--- config.mk ---
export PLATFORM = sky130hd
export DESIGN_NAME = wb_regfile
export DESIGN_NICKNAME = d
export VERILOG_FILES = /design/src/rtl/wb_regfile.sv
export SDC_FILE = /design/constraint.sdc
export NUM_CORES = 1
export LEC_CHECK = 0
export CELL_PAD_IN_SITES_DETAIL_PLACEMENT = 1
export CELL_PAD_IN_SITES_GLOBAL_PLACEMENT = 1
export CORE_MARGIN = 2
export CORE_UTILIZATION = 45
export CTS_CLUSTER_SIZE = 12
export DETAILED_ROUTE_END_ITERATION = 10
export PLACE_DENSITY = 0.82
export REMOVE_ABC_BUFFERS = 1
export SYNTH_ARGS = -nofsm -noshare
export SYNTH_HDL_FRONTEND = slang
export SYNTH_SLANG_ARGS = --single-unit
--- constraint.sdc ---
create_clock -name clk -period 3.55 [get_ports clk]
set_clock_uncertainty 0.2 [all_clocks]
set_input_delay 0.5325 -clock clk [delete_from_list [all_inputs] [get_ports clk]]
set_output_delay 0.5325 -clock clk [all_outputs]
set_load 0.03 [all_outputs]
--- src/rtl/wb_regfile.sv ---
// Writeback consumer: decodes the destination of the retiring instruction, writes
// the 8x16 register file, serves two bypassed asynchronous read ports and counts writes.
module wb_regfile #(
  parameter int DATA_W = 16,
  parameter int NREG   = 8,
  parameter int CNT_W  = 16
) (
  input  logic              clk,
  input  logic              rst_n,
  input  logic              wb_valid,
  input  logic [15:0]       wb_instr,
  input  logic [DATA_W-1:0] wb_data,
  input  logic [2:0]        raddr1,
  input  logic [2:0]        raddr2,
  output logic [DATA_W-1:0] rdata1,
  output logic [DATA_W-1:0] rdata2,
  output logic              wr_en,
  output logic [2:0]        wr_reg,
  output logic [CNT_W-1:0]  wr_count
);

  logic [DATA_W-1:0] regs [NREG];
  logic [4:0]        op;
  logic              dec_writes;
  logic [2:0]        dec_reg;
  logic              unused_instr_bits;

  assign op                = wb_instr[15:11];
  assign unused_instr_bits = ^wb_instr[1:0];

  // NOTE: every combinational output gets a default first, so no path infers a latch.
  always_comb begin
    dec_writes = 1'b0;
    dec_reg    = 3'd0;
    casez (op)
      5'b11011, 5'b111??, 5'b11001: begin
        dec_writes = 1'b1;
        dec_reg    = wb_instr[4:2];
      end
      5'b010??, 5'b101??, 5'b10001: begin
        dec_writes = 1'b1;
        dec_reg    = wb_instr[7:5];
      end
      5'b11000, 5'b10010, 5'b10011: begin
        dec_writes = 1'b1;
        dec_reg    = wb_instr[10:8];
      end
      5'b00110, 5'b00111: begin
        dec_writes = 1'b1;
        dec_reg    = 3'd7;
      end
      default: begin
        dec_writes = 1'b0;
        dec_reg    = 3'd0;
      end
    endcase
  end

  // Gating with rst_n drops any write presented while reset is held.
  assign wr_en  = rst_n & wb_valid & dec_writes;
  assign wr_reg = wr_en ? dec_reg : 3'd0;

  // NOTE: the register array is reset because software may read any register
  // before writing it; state updates use non-blocking assignments only.
  always_ff @(posedge clk or negedge rst_n) begin
    if (!rst_n) begin
      for (int i = 0; i < NREG; i++) regs[i] <= '0;
    end else if (wr_en) begin
      regs[wr_reg] <= wb_data;
    end
  end

  always_ff @(posedge clk or negedge rst_n) begin
    if (!rst_n)     wr_count <= '0;
    else if (wr_en) wr_count <= wr_count + 1'b1;
  end

  // Same-cycle bypass lets decode see the value being written this cycle.
  always_comb begin
    rdata1 = '0;
    rdata2 = '0;
    if (rst_n) begin
      rdata1 = (wr_en && raddr1 == wr_reg) ? wb_data : regs[raddr1];
      rdata2 = (wr_en && raddr2 == wr_reg) ? wb_data : regs[raddr2];
    end
  end

endmodule

After elaboration in Yosys (flattened, before gate mapping)
Cells that the tools add are included.
- add/subtract/negate cells: 1
- reduce and logical (&&, ||, !) cells: 8
- multiplexer cells: 16
- bitwise gates (word level): 5
- equality and inequality tests: 13
- magnitude comparators: 4
- operators with widths (cell ; count):
    16-bit two-way mux ; 9
    128-bit bitwise mux ; 1
    16-bit binary-select mux with 3-bit select ; 2
    16-bit demux with 3-bit select ; 1
    5-bit == test (second input constant) ; 6
    16-bit by 1-bit adder with 16-bit output (second input constant) ; 1
    4-bit greater-or-equal comparator (second input constant) ; 3
    3-bit inverter with 4-bit output ; 3
    3-bit one-hot mux with 4 select lines ; 1
    11-bit OR reduction ; 1
    5-bit by 3-bit == test with 1-bit output (second input constant) ; 2
    3-bit OR reduction ; 3
    3-bit == test ; 2
    3-bit == test (second input constant) ; 2
    4-bit by 1-bit less-than comparator with 1-bit output (second input constant) ; 1
    3-bit by 2-bit == test with 1-bit output (second input constant) ; 1
    1-bit logical AND ; 3
    3-bit two-way mux ; 1
    1-bit bitwise AND ; 2
    2-bit OR reduction ; 1
    1-bit two-way mux ; 1
- register bits: 144
- input bits: 41
- output and inout bits: 52
- logic and storage cells: 56

Longest topological paths before layout
Gate-level depths: netlist (run 1).
- depth in word-level cells: 11
- gate-level depth with buffers: 11
- gate-level depth less buffers: 8

Worst setup path before layout (run 1)
OpenSTA, ideal clock, no wires.
- path type: input-to-output
- from: in wb_instr[15]
- to: out rdata2[10]
- buffers on the path: 3
- data required time: 2.817 ns
- data arrival time: 2.974 ns
- stages: 10
- setup slack: -0.157 ns
- cell sequence: buf_2 nand3_1 o21a_1 o22a_1 o2111ai_2 inv_1 buf_2 nand4_1 buf_2 mux2i_1
- cells in the longest elaborated chain, start to end: 9
- elaborated cells between the ends (all ways): 24
- those cells by class: eq/ne (12); mux (5); bitwise (1); reduce/logical (6)
- ends and longest elaborated chain (element ; RTL line ; RTL):
    from (decl) ; 11 ; input logic [15:0] wb_instr,
    5-bit by 3-bit == test with 1-bit output, or another cell as far along ; 35 ; casez (op)
    11-bit OR reduction (no line) * ; n/a ;
    1-bit two-way mux * ; 35 ;
    1-bit bitwise AND * ; 60 ; assign wr_en = rst_n & wb_valid & dec_writes;
    via wr_en ; 17 ; output logic wr_en,
    3-bit two-way mux ; 61 ; assign wr_reg = wr_en ? dec_reg : 3'd0;
    3-bit == test ; 84 ; rdata2 = (wr_en && raddr2 == wr_reg) ? wb_data : regs[raddr2];
    1-bit logical AND * ; 84 ;
    16-bit two-way mux * ; 84 ;
    16-bit two-way mux * ; 82 ; if (rst_n) begin
    to (decl) ; 16 ; output logic [DATA_W-1:0] rdata2,
The timed path passes the listed nets; every way through them passes the cells marked *.

Worst setup path in the final report (run 1)
- from: in wb_instr[11]
- to: out rdata1[0]
- cells in the longest elaborated chain, start to end: 9
- elaborated cells between the ends (all ways): 21
- those cells by class: eq/ne (9); mux (5); bitwise (1); reduce/logical (6)
- ends and longest elaborated chain (element ; RTL line ; RTL):
    5-bit by 3-bit == test with 1-bit output / 5-bit == test (equally long branches) ; 35 ;
    11-bit OR reduction (no line) ; n/a ;
    1-bit two-way mux ; 35 ;
    1-bit bitwise AND ; 60 ;
    3-bit two-way mux ; 61 ;
    3-bit == test ; 83 ; rdata1 = (wr_en && raddr1 == wr_reg) ? wb_data : regs[raddr1];
    1-bit logical AND * ; 83 ;
    16-bit two-way mux * ; 83 ;
    16-bit two-way mux * ; 82 ;
    to (decl) ; 15 ; output logic [DATA_W-1:0] rdata1,
Every way passes the cells marked *; elsewhere a longest branch is shown, timed or not.

==> results of run 1 <==
==> metrics by stage <==
| stage | power [uW] | instances |
|---|---|---|
| after global placement | 4060 | 899 |
| after global routing | 6220 | 938 |
| after floorplan | 3550 | 540 |
| final | 5940 | 938 |
| after CTS | 5980 | 932 |
| after detailed placement | 4240 | 899 |
==> sequential cells by signal, summed over array words and instances (netlist names) <==
register	cells
wr_count	16
regs	128
==> critical path, cell delays in order <==
cell and delay [ps]:
clkdlybuf4s15_2 220, buf_4 160, o2111ai_2 190, nand2_1 80
a221o_1 290, buf_4 150, xor2_2 150, nor4_4 220
buf_4 210, buf_12 130, mux2i_1 220, buf_4 190
==> final cells by class <==
cell class / instances / share of cell area, %
clock buffers: 21 / 4.45
clock inverters: 10 / 0.858
inverters: 4 / 0.145
multi-input cells: 392 / 43.2
flip-flops and latches: 144 / 34.8
well taps: 229 / 2.77
repair buffers: 138 / 13.8
==> cells by family (layout without fill, tap and decap cells) <==
| family | Yosys count | after routing |
|---|---|---|
| AND/OR/NAND/NOR | 102 | 102 |
| multiplexers | 224 | 224 |
| AO/OA/AOI/OAI | 44 | 44 |
| XOR/XNOR | 21 | 21 |
| flip-flops | 144 | 144 |
| buffers and inverters | 47 | 173 |
| adder cells (fa/ha/maj) | 1 | 1 |
==> worst paths after layout <==
| check | startpoint | to | slack [ps] | cells after the start |
|---|---|---|---|---|
| max | wb_instr[11] | rdata1[0] | 70 | 12 |
| min | wr_count[15] | wr_count[15] | 290 | 1 |
| max reg2reg | wr_count[4] | wr_count[15] | 1420 | 7 |
| min reg2reg | wr_count[15] | wr_count[15] | 290 | 1 |
| max in group asynchronous | rst_n | regs[71] | 2130 | 3 |
| min in group asynchronous | rst_n | regs[118] | 330 | 2 |
==> per-layer routing <==
layer / vias to the layer above / global-route usage, % / part of all wire [%]
li1: 2432 / - / -
met1: 3017 / 30.2 / 39
met2: 139 / 44.9 / 55
met3: 29 / 5.56 / 4.7
met4: 0 / 8.29 / 1.8
met5: - / 0 / 0
==> repair_timing <==
action	CTS	global route
hold endpoints to repair	16	0
hold buffers	1	0
gates resized for setup	32	12
pin swaps	3	7
endpoints found under the setup margin	34	21
buffers inserted	1	6
==> layout by cell type (no fill, tap or decap), types with 3 or more instances in the layout <==
cell and instances:
and3_1 6, buf_12 20, buf_2 4, buf_4 58, buf_6 3, clkbuf_16 17, clkdlybuf4s15_2 3, clkdlybuf4s50_1 48
clkinv_2 5, clkinv_4 3, dfrtp_1 144, inv_1 4, mux2_2 127, mux2i_1 28, mux2i_4 3, mux4_2 64
nand2_1 26, nand2b_1 37, nand3_1 8, nand3b_1 3, nor2_1 8, o2111ai_2 4, o211ai_1 32, xnor2_1 12
xor2_1 6
==> power breakdown <==
group	leakage [uW]	internal, uW	switching [uW]
combinational	0.00239	1060	700
clock	0.000272	992	701
sequential	0.00184	2110	377
total	0.00450	4160	1780
==> run metrics, run 1 <==
post-place instance area 9600 um2; Die ar. 19200 um2; Post-Synth XOR/XNOR Area 2.26%; Max H-tree Level 4; Initial Util 45.7%; leakage power 0.00450 uW; final-report max-slew violation count 0; setup TNS 0 ps; Worst Max-Slew Pin Slew 500 ps; power per cell area 574 nW/um2; CTS tree built; status complete, no violations; Post-Synth Adder-Cell Area 0.153%; largest family of logic cells by synthesized area multiplexers; post-route cell area 10400 um2; arrival time at the worst endpoint 2750 ps; width of the die 139 um; share of flip-flops with an asynchronous set or reset 100%; vias in the first global route 6464; Area Overhead vs Synth 26.9%; largest net degree at the start of global routing 89; CP endpoint kind output pin; Setup Crit Path Kind in2out; Skew-Pair Late Insertion Delay 430 ps; vias per std cell 5.99; sequential cell area 3600 um2; Hold Path Class reg2reg; fraction of layout cells with a size suffix above 1 47.1%; worst hold slack 288 ps; row count 49; min cycle time layout 3480 ps; area of the multi-input gates 4470 um2; Final HPWL DP 14.8 mm; initial antenna violation count 0; wire length per cell 24.7 um; Peak supply drop 408 uV; filler cell count 1710; Chip Height 139 um; vias post-DR 5617; pre-CTS setup slack -366 ps; Compound-Gate Fraction of Synth Area 4.62%; detailed router's first-iteration violation count 282; Yosys top cell by area dfrtp_1; critical path fanouts, max 4; Setup violations, final 0; Post-synth EDFFs 0; Synth Register Bits 144; CTS sink cnt 144; Util after Layout 58.0%; crit start category input port; Synth top cells by count dfrtp_1, mux2_2, mux4_2; n_diodes 0; synth top area cells dfrtp_1, mux4_2, mux2_2, mux2i_1, nand2b_1; Max-Cap Viols 0; Worst Path Required 2820 ps; core area 17800 um2; synth warn 0; global-route wire length before repair 37.0 mm; Distinct cells, synth 37; Global Route Usage Sum 25.1%; TritonRoute pass-1 iters 4; CTS Root Buffer Type clkbuf_16; period utilization 98.1%; Synth Area in Simple Gates 6.94%; DR DRC count 0; syn avg cell area 14.0 um2; register area share after synthesis 44.2%; Reg clk slew, reported paths 60 ps; final-stage net count 739; CTS Buf Count 17; top-count cell post-synth dfrtp_1; Final ANT Viol Nets 0; placer congestion estimate 0.779; Final Hold Fails 0; max_slew headroom 66.6%; Post-Route WL 23.2 mm; FMAX 287 MHz; mux cell area share after synthesis 39.3%; GRT overflow 0; Buffers on Ports 90; dominant synthesized flop cell dfrtp_1; Post-Syn Area 8150 um2; Post-Syn Instances 583; clk buf depth 2; top cell type's share of synthesized area 44.2%; final worst setup slack 66.2 ps; Ports 93
Power figures use the tool's default switching activity.
==> run 2: changes to the inputs <==
clock period = 3.9 ns   (was 3.55 ns; I/O delays follow)
==> run metrics, run 2 (synthesis gave the netlist of run 1 again) <==
pre-CTS setup slack -214 ps; slowest CP cell a221oi_4; Initial Util 45.7%; Die ar. 19200 um2; critical path fanouts, max 8; Final ANT Viol Nets 0; max FFs per register 128; post-place instance area 9520 um2; Max H-tree Level 4; TritonRoute pass-1 iters 4; Slowest Stage Delay on Critical Path 340 ps; detailed router's first-iteration violation count 274; RR Endpoint wr_count[15]; FMAX 263 MHz; post-route cell area 10200 um2; arrival time at the worst endpoint 3010 ps; Top reg by flops regs; Final HPWL DP 14.7 mm; leakage power 0.00446 uW; final-report max-slew violation count 0; Ports 93; Reg clk slew, reported paths 60 ps; CTS tree built; most common cell after layout, fill and taps aside dfrtp_1; setup TNS 0 ps; Final Hold Fails 0; crit path cell chain dlygate4sd2_1, inv_1, a21oi_1, o22ai_2, buf_4, a221oi_4, buf_4, xor2_1, nand4_1, buf_12, mux2i_2, buf_4; crit start category input port; Peak supply drop 328 uV; period utilization 97.4%; core area 17800 um2; GRT overflow 0; crit path buf inv count 6; Post-Route WL 22.9 mm; CTS sink cnt 144; Crit path top cell by count buf_4; final worst setup slack 101 ps; Skew-Pair Late Insertion Delay 420 ps; filler cell count 1691; Setup violations, final 0; Total Power 5410 uW; width of the die 139 um; Chip Height 139 um; vias in the first global route 6404; Buffers on Ports 90; final-stage net count 739; initial antenna violation count 0; Hold Path Class in2async; Area Overhead vs Synth 24.9%; vias post-DR 5597; n_diodes 0; Worst Path Required 3120 ps; most frequent cells in the layout dfrtp_1, mux2_2, buf_4, mux4_2, clkdlybuf4s50_1; Register-to-Register Path Depth 7; status complete, no violations; wire length per cell 24.3 um; global-route wire length before repair 36.4 mm; CTS Root Buffer Type clkbuf_16; Largest regs regs: 128 flops, wr_count: 16 flops; Max-Cap Viols 0; Util after Layout 57.1%; max_slew headroom 61.7%; min cycle time layout 3800 ps; Setup Crit Path Kind in2out; CP delay by family, top buffers and inverters; CP endpoint kind output pin; vias per std cell 5.96; DR DRC count 0; Worst Max-Slew Pin Slew 574 ps; largest net degree at the start of global routing 101; worst reg2reg path startpoint wr_count[4]; placer congestion estimate 0.785; row count 49; clk buf depth 2; power per cell area 532 nW/um2; fraction of layout cells with a size suffix above 1 45.4%; R2R setup slack 1940 ps; Global Route Usage Sum 24.8%; CTS Buf Count 17
[run 2: cell count changes in the layout (fill, tap and decap cells not counted), sizes merged]
cell	previous run	this run
dlymetal6s2s	0	2
clkbuf	21	20
clkinv	8	7
inv	4	6
buf	86	84
dlygate4sd2	0	3
clkdlybuf4s50	48	49
clkinvlp	1	2
clkdlybuf4s15	3	0
dlygate4sd3	1	0
[run 2: repair_timing]
item | CTS | global route
gates resized for setup | 11 | 6
hold buffers | 0 | 0
setup endpoints to repair | 21 | 28
cloned | 0 | 0
setup buffers | 3 | 2
pin swaps | 3 | 3
[run 2: worst max-delay path by stage]
stage	startpoint	to	slack, ps	cells after the start
floorplan	wb_instr[15]	rdata2[0]	-30	7
global placement	wb_instr[14]	rdata1[11]	-130	9
detailed placement	wb_instr[14]	rdata1[8]	-210	9
CTS	wb_instr[11]	rdata1[15]	4	11
global route	wb_instr[12]	rdata2[14]	-10	12
finish	wb_instr[12]	rdata2[14]	100	12
[run 2: routing by layer]
layer  vias to the layer above  GRT usage [%]  wire (um)
li1                       2447              -          -
met1                      2982           29.9       8890
met2                       132           44.5      12500
met3                        36           5.84       1020
met4                         0           7.44        399
met5                         -              0          0
[run 2: final cells by class]
type	instances	area, um2	area share (%)
Tap cell	229	287	2.81
Inverter	4	15.0	0.147
Clock inverter	12	109	1.07
Multi-Input combinational cell	392	4390	43.2
Timing Repair Buffer	138	1320	12.9
Clock buffer	20	457	4.49
Sequential cell	144	3600	35.4
[run 2: power breakdown]
part	internal, uW	switching, uW	total (uW)
Sequential	1920	341	2260
Clock	912	652	1560
Combinational	950	635	1590
[run 2: worst reg2reg max path: cells and delay by family, from the launching register on]
| kind | cells | cell delay, ps |
|---|---|---|
| AND/OR/NAND/NOR | 6 | 1120 |
| XOR/XNOR | 1 | 160 |
| flip-flops | 1 | 420 |
[run 2: stage by stage]
step           hold WS, ps  cells
6_report              6.32    939
2_1_floorplan         89.4    540
3_3_place_gp           257    902
4_1_cts               29.6    937
3_5_place_dp           266    902
5_1_grt               35.2    939
